<file path="src/rtl/seg_scan_ctrl.sv">
// +----------------------------------------------------------------------------+
// | seg_scan_ctrl: 4-digit common-anode scan controller with guard intervals,  |
// | double-buffered display registers and a load/ready handshake.              |
// | Optional macro: SEG_LEADING_ZERO_BLANK_EN (auto-blank leading zeros).      |
// | Revision: 1.0                                                              |
// +----------------------------------------------------------------------------+
`timescale 1ns/1ps
`default_nettype none

module seg_scan_ctrl #(
  parameter int DIGIT_CYCLES = 100000,
  parameter int GUARD_CYCLES = 1000
) (
  input  logic        clk,
  input  logic        rst_n,
  input  logic        load,
  input  logic [15:0] value,
  input  logic [3:0]  blank_mask,
  input  logic [3:0]  dp_mask,
  output logic        ready,
  output logic [3:0]  digit_num,
  output logic [3:0]  an,
  output logic        dp,
  output logic        frame_tick
);

  localparam int CNT_MAX = (DIGIT_CYCLES > GUARD_CYCLES) ? DIGIT_CYCLES : GUARD_CYCLES;
  localparam int CNT_W   = $clog2(CNT_MAX + 1);
  localparam logic [CNT_W-1:0] GUARD_LAST = CNT_W'(GUARD_CYCLES - 1);
  localparam logic [CNT_W-1:0] DRIVE_LAST = CNT_W'(DIGIT_CYCLES - 1);

  typedef enum logic [0:0] {
    ST_GUARD = 1'b0,
    ST_DRIVE = 1'b1
  } state_t;

  state_t           state_q, state_d;
  logic [CNT_W-1:0] cnt_q, cnt_d;
  logic [1:0]       idx_q, idx_d;
  logic [15:0]      act_val_q, act_val_d, sh_val_q, sh_val_d;
  logic [3:0]       act_blank_q, act_blank_d, sh_blank_q, sh_blank_d;
  logic [3:0]       act_dp_q, act_dp_d, sh_dp_q, sh_dp_d;
  logic             ready_q, ready_d;
  logic [3:0]       digit_num_q, digit_num_d;
  logic [3:0]       an_q, an_d;
  logic             dp_q, dp_d;
  logic             frame_tick_q, frame_tick_d;
  logic             boundary;
  logic [3:0]       blank_eff;

  always_comb begin
    state_d     = state_q;
    cnt_d       = cnt_q + CNT_W'(1);
    idx_d       = idx_q;
    act_val_d   = act_val_q;
    act_blank_d = act_blank_q;
    act_dp_d    = act_dp_q;
    sh_val_d    = sh_val_q;
    sh_blank_d  = sh_blank_q;
    sh_dp_d     = sh_dp_q;
    ready_d     = ready_q;

    boundary = (state_q == ST_DRIVE) && (idx_q == 2'd3) && (cnt_q == DRIVE_LAST);

    case (state_q)
      ST_GUARD: begin
        if (cnt_q == GUARD_LAST) begin
          state_d = ST_DRIVE;
          cnt_d   = '0;
        end
      end
      default: begin
        if (cnt_q == DRIVE_LAST) begin
          state_d = ST_GUARD;
          cnt_d   = '0;
          idx_d   = idx_q + 2'd1;
        end
      end
    endcase

    // A pending shadow is promoted at the boundary; a load arriving on the
    // same edge (only possible when nothing is pending) waits a full frame.
    if (boundary && !ready_q) begin
      act_val_d   = sh_val_q;
      act_blank_d = sh_blank_q;
      act_dp_d    = sh_dp_q;
      ready_d     = 1'b1;
    end
    if (load && ready_q) begin
      sh_val_d   = value;
      sh_blank_d = blank_mask;
      sh_dp_d    = dp_mask;
      ready_d    = 1'b0;
    end

    blank_eff = act_blank_d;
`ifdef SEG_LEADING_ZERO_BLANK_EN
    blank_eff[3] = blank_eff[3] | (act_val_d[15:12] == 4'h0);
    blank_eff[2] = blank_eff[2] | (act_val_d[15:8] == 8'h00);
    blank_eff[1] = blank_eff[1] | (act_val_d[15:4] == 12'h000);
`endif

    // Outputs are computed from next-state values so the registered outputs
    // line up with the state they describe.
    digit_num_d = act_val_d[{idx_d, 2'b00} +: 4];
    an_d        = 4'b1111;
    dp_d        = 1'b1;
    if ((state_d == ST_DRIVE) && !blank_eff[idx_d]) begin
      an_d[idx_d] = 1'b0;
      dp_d        = ~act_dp_d[idx_d];
    end
    frame_tick_d = (state_d == ST_DRIVE) && (idx_d == 2'd3) && (cnt_d == DRIVE_LAST);
  end

  always_ff @(posedge clk) begin
    if (!rst_n) begin
      state_q      <= ST_GUARD;
      cnt_q        <= '0;
      idx_q        <= 2'd0;
      act_val_q    <= '0;
      act_blank_q  <= '0;
      act_dp_q     <= '0;
      sh_val_q     <= '0;
      sh_blank_q   <= '0;
      sh_dp_q      <= '0;
      ready_q      <= 1'b1;
      digit_num_q  <= '0;
      an_q         <= 4'b1111;
      dp_q         <= 1'b1;
      frame_tick_q <= 1'b0;
    end else begin
      state_q      <= state_d;
      cnt_q        <= cnt_d;
      idx_q        <= idx_d;
      act_val_q    <= act_val_d;
      act_blank_q  <= act_blank_d;
      act_dp_q     <= act_dp_d;
      sh_val_q     <= sh_val_d;
      sh_blank_q   <= sh_blank_d;
      sh_dp_q      <= sh_dp_d;
      ready_q      <= ready_d;
      digit_num_q  <= digit_num_d;
      an_q         <= an_d;
      dp_q         <= dp_d;
      frame_tick_q <= frame_tick_d;
    end
  end

  assign ready      = ready_q;
  assign digit_num  = digit_num_q;
  assign an         = an_q;
  assign dp         = dp_q;
  assign frame_tick = frame_tick_q;

endmodule

`default_nettype wire

</file>
<file path="config.mk">
export PLATFORM = sky130hd
export DESIGN_NAME = seg_scan_ctrl
export DESIGN_NICKNAME = d
export VERILOG_FILES = /design/src/rtl/seg_scan_ctrl.sv
export SDC_FILE = /design/constraint.sdc
export NUM_CORES = 1
export LEC_CHECK = 0
export CORE_MARGIN = 2
export CORE_UTILIZATION = 50
export CTS_BUF_LIST = sky130_fd_sc_hd__clkbuf_8 sky130_fd_sc_hd__clkbuf_16
export DETAILED_ROUTE_END_ITERATION = 16
export DONT_BUFFER_PORTS = 1
export PLACE_DENSITY = 0.72
export SLEW_MARGIN = 5
export SYNTH_ARGS = -nofsm -noshare
export SYNTH_HDL_FRONTEND = slang
export SYNTH_SLANG_ARGS = --single-unit
</file>
<file path="constraint.sdc">
create_clock -name clk -period 3.5 [get_ports clk]
set_input_delay 0.875 -clock clk [delete_from_list [all_inputs] [get_ports clk]]
set_output_delay 0.875 -clock clk [all_outputs]
set_load 0.02 [all_outputs]
</file>
# After elaboration in Yosys (flattened, before gate mapping)
# Index checks and enable logic that the tools add are counted.
classes:
  addsub: 2
  n_lt_le_gt_ge: 2
  n_eq_ne: 5
  shift: 1
  mux: 19
  bitwise: 2
  n_reduce_logical: 12
ops:
  columns: ["operator", "count"]
  rows:
  - ["17-bit 2-to-1 mux", 3]
  - ["17-bit == test, second input constant", 2]
  - ["17-bit by 1-bit adder with 17-bit output, second input constant", 1]
  - ["17-bit by 10-bit == test with 1-bit output, second input constant", 1]
  - ["16-bit 2-to-1 mux", 1]
  - ["16-bit by 5-bit indexed part select with 4-bit output", 1]
  - ["1-bit logical AND", 8]
  - ["1-bit 2-to-1 mux", 8]
  - ["4-bit 2-to-1 mux", 2]
  - ["1-bit binary-select mux with 2-bit select", 2]
  - ["2-bit == test, second input constant", 2]
  - ["2-bit 2-to-1 mux", 2]
  - ["4-bit inverter", 1]
  - ["2-bit by 3-bit less-than comparator with 1-bit output, second input constant", 1]
  - ["2-bit by 1-bit adder with 2-bit output, second input constant", 1]
  - ["1-bit demux with 2-bit select", 1]
  - ["2-bit by 1-bit >= comparator with 1-bit output, second input constant", 1]
  - ["1-bit zero test", 2]
  - ["2-bit AND reduction", 1]
  - ["2-bit nonzero test", 1]
  - ["1-bit inverter", 1]
totals:
  register_bits: 79
  output_inout_bits: 11
  wordCells: 57

# Logic depth before layout (Yosys ltp)
logic_depth:
  depth_word: 10
  depth_mapped: 9
  ltp_nobuf: 8

# Worst setup path before layout
# No wires, ideal clock.
synth_timing:
  path_type: "reg2reg"
  startpoint: "register cnt_q[11]"
  endpoint: "register dp_q (netlist: dp)"
  arrival_ns: 2.708
  required_ns: 3.373
  setup_slack_ns: 0.665
  path_stages_with_launch: 8
  path_buffers: 0
  period_less_slack_ns: 2.835
  path_cell_list: "dfxtp_1 -> or4_4 -> nor4_2 -> nand2_1 -> mux2_4 -> a222oi_1 -> nand3_1 -> or3_1"
synth_via:
  elab_chain_cells: 9
synth_rtl:
  columns: ["element", "line_no", "rtl"]
  rows:
  - ["from (decl)", "38", "logic [CNT_W-1:0] cnt_q, cnt_d;"]
  - ["from (signal assigned)", "133", "cnt_q <= cnt_d;"]
  - ["17-bit == test", "63, 73", null]
  - ["1-bit logical AND", "63", "boundary = (state_q == ST_DRIVE) && (idx_q == 2'd3) && (cnt_q == DRIVE_LAST);"]
  - ["1-bit logical AND", "83", "if (boundary && !ready_q) begin"]
  - ["4-bit 2-to-1 mux", "83", null]
  - ["1-bit binary-select mux with 2-bit select", "108", "if ((state_d == ST_DRIVE) && !blank_eff[idx_d]) begin"]
  - ["1-bit 2-to-1 mux (not written as such)", "108", null]
  - ["1-bit zero test", "108", null]
  - ["1-bit logical AND", "108", null]
  - ["2-bit AND reduction (no line)", null, null]
  - ["to (signal assigned)", "144", "dp_q <= dp_d;"]
  - ["to (decl)", "46", "logic dp_q, dp_d;"]
# Several ways; a longest one is shown, not always the timed one. The select of a mux whose other input is x is not followed.
# A chain may end at the register's enable or synchronous reset.

# Worst setup path after layout
# Ends and elaborated chain as after synthesis.

==> summary.txt <==
GP Congestion: 0.908
Switching part of the total: 21.4%
Status: finished clean
CP Data Required Time: 3730 ps
HP Class: flop to flop
Skew-Pair Late Insertion Delay: 340 ps
Global-route wire length before repair: 10,100 µm
Largest net degree at the start of global routing: 59
Die ar.: 7250 µm²
DP Worst Slack: 390 ps
Setup TNS: 0 ps
Sw power: 355 µW
Clock-pin slew on the worst setup and hold paths: 80 ps
Area growth syn-to-layout: 7.63%
CTS tree: built
Seq/Total Area, Yosys: 48.0%
DRC: 0
TritonCTS Buffers: 9
Worst-margin pin slew: 796 ps
Cell variety after synth: 42
Detail Placement HPWL: 4260 µm
Max Freq: 319 MHz
Static leakage: 1.41 nW
Final Max Slew Viols: 0
CTS resizes: 0
Slew HR: 46.9%
Yosys warning count: 0
Setup bufs post-CTS: 0
RSZ-0062 raised after global routing: false
Family with the most delay on the worst path: simple AND/OR/NAND/NOR gates
Clk_skew: 7.91 ps
Kind of start point of the critical path: flop
Post-synthesis cell count: 352
Core ar.: 6350 µm²
Combinational share of power: 2.7%
Tcrit/Tclk final: 89.7%
Net Count, Synth: 381
Net count, final: 376
Internal power: 1.31 mW
Starting density of the core: 51.9%
Most common cell after layout, fill and taps aside: dfxtp_1
Complex-gate fraction of the synthesized area: 9.84%
Die Ht: 85.2 µm
Pwr dens: 468 nW/µm²
Drt wl/cell: 14.4 µm
1st-iter DRT viols: 189
Minimum clock period after layout: 3140 ps
Avg Cell Area, Syn: 9.36 µm²
Routed via count: 2,322
Congestion Overflow GR: 0
Worst-case clock buffer depth: 2
PortBufs: 0
Utilization after layout: 55.8%
Vias/cell: 5.41
GRT Max-Usage Layer: met1
Yosys reg bits: 79
Vias in the first global route: 2,142
Worst hold slack: 466 ps
Final instance area: 3550 µm²
Ys async rst share: 0%
Worst vdd ir: 0.318 mV
Routed Antenna Nets: 0
# IOs: 38
Row cnt: 29
EDFF count, synth: 0
Total power: 1.66 mW
Slowest CP cell: or4_4
Hold Startpoint: sh_blank_q[1]
Fraction of layout cells with a size suffix above 1: 8.52%
Crit path from: cnt_q[11]
H-tree levels: 3
Met1 Usage GRT: 25.8%
Hold Fails Final Rpt: 0
CP max stage delay: 590 ps
MaxCap Viol Count: 0
Root Buffer: clkbuf_8
Met2 Use GR: 24.7%
Mux cell area share after synthesis: 10.2%
Post-Synth Simple-Gate Area: 24.5%
Post-synthesis xor/xnor area fraction: 4.25%
Final Non-Filler Cells: 429
PnR worst setup slack: 361 ps
Mapped Area: 3290 µm²
Post-cts hold buffer count: 0
Final setup violation count: 0
Worst path cell trace: or4_4 -> nor4_4 -> nand4_2 -> mux2_2 -> a222oi_1 -> nand3_1 -> or3_1
Critical path arrival: 3370 ps
N_diodes: 0
Sequential share of power: 56.1%
Largest family of logic cells by synthesized area: simple AND/OR/NAND/NOR gates
Global router's overall resource usage: 17.7%
Critical Path Sink Type: flop
Final WL: 6170 µm
Top FF cell, synth: dfxtp_1
Clk pwr share: 41.2%
Buf/Inv on CP: 0
Antenna violations before repair: 0
R2R Path Start: cnt_q[11]
Clock net sink count: 79
Met3 Track Usage GR: 4.28%
Critical Path Fanout Max: 8
Post-DP Area: 3340 µm²
Post-synthesis adder-cell area fraction: 0.760%
Setup CP Type: flop to flop
Cell total after placement: 413
Commonest non-fill, non-tap cells in the layout: dfxtp_1 (79), nand2_1 (61), a21boi_0 (25)
Die W: 85.2 µm
1st-pass router iterations: 4
[cell type report]
| class | count | area, µm² |
|---|---|---|
| fillers | 566 | 2800 |
| multi-input cells | 251 | 1630 |
| flip-flops and latches | 79 | 1580 |
| clock buffers | 11 | 151 |
| well taps | 77 | 96.3 |
| clock inverters | 5 | 56.3 |
| repair buffers | 2 | 15.0 |
| inverters | 4 | 15.0 |
[synthesized netlist by cell type, drive strengths merged (4+ instances only)]
master / number / share of area (%)
nand2: 61 / 7.0
dfxtp: 79 / 48
inv: 4 / 0.46
mux2i: 23 / 7.0
nor4: 5 / 1.6
nor2b: 23 / 4.4
a21boi: 25 / 5.7
clkbuf: 17 / 1.9
nor2: 23 / 2.6
nand4: 11 / 2.3
mux2: 9 / 3.2
xor2: 10 / 2.7
o21a: 4 / 0.91
and2: 9 / 1.7
xnor2: 6 / 1.6
nand3: 6 / 0.91
o22ai: 8 / 1.5
[registers in the layout (all words and copies together), names as in the netlist]
signal and count:
dp 1, sh_blank_q 4, act_blank_q 4, an 4, idx_q 2, digit_num 4, sh_val_q 16, cnt_q 17
frame_tick 1, sh_dp_q 4, act_dp_q 4, act_val_q 16, ready 1, state_q 1
[worst paths after layout]
| kind | cells past startpoint | slack, ps | to |
|---|---|---|---|
| min | 2 | 470 | sh_blank_q[1] |
| min reg2reg | 2 | 470 | sh_blank_q[1] |
| max reg2reg | 7 | 360 | dp |
| max | 7 | 360 | dp |
[per-layer routing]
metal	share of wire, %	vias up
li1	-	1196
met1	49	1060
met2	43	59
met3	6.3	7
met4	1.2	0
met5	0	-
[tightest hold or removal path, stage by stage, from the launching register on]
cell and delay, ps:
dfxtp_1 310, nand2_1 40, a21boi_0 60
[power groups by stage]
stage               Sequential [mW]  Clock, mW  Combinational, mW
CTS                           0.932      0.701             0.0460
finish                        0.932      0.684             0.0448
global route                  0.934      0.731             0.0525
global placement              0.952          0             0.0444
detailed placement            0.953          0             0.0459
floorplan                     0.947          0             0.0468
[kinds of logic (layout without fill, tap and decap cells)]
logic type,count (synthesis),in the layout
AO/OA/AOI/OAI,45,45
XOR/XNOR,16,16
adder cells (fa/ha/maj),2,2
buffers and inverters,22,22
flip-flops,79,79
multiplexers,32,32
AND/OR/NAND/NOR,156,156
Power figures use the tool's default switching activity.
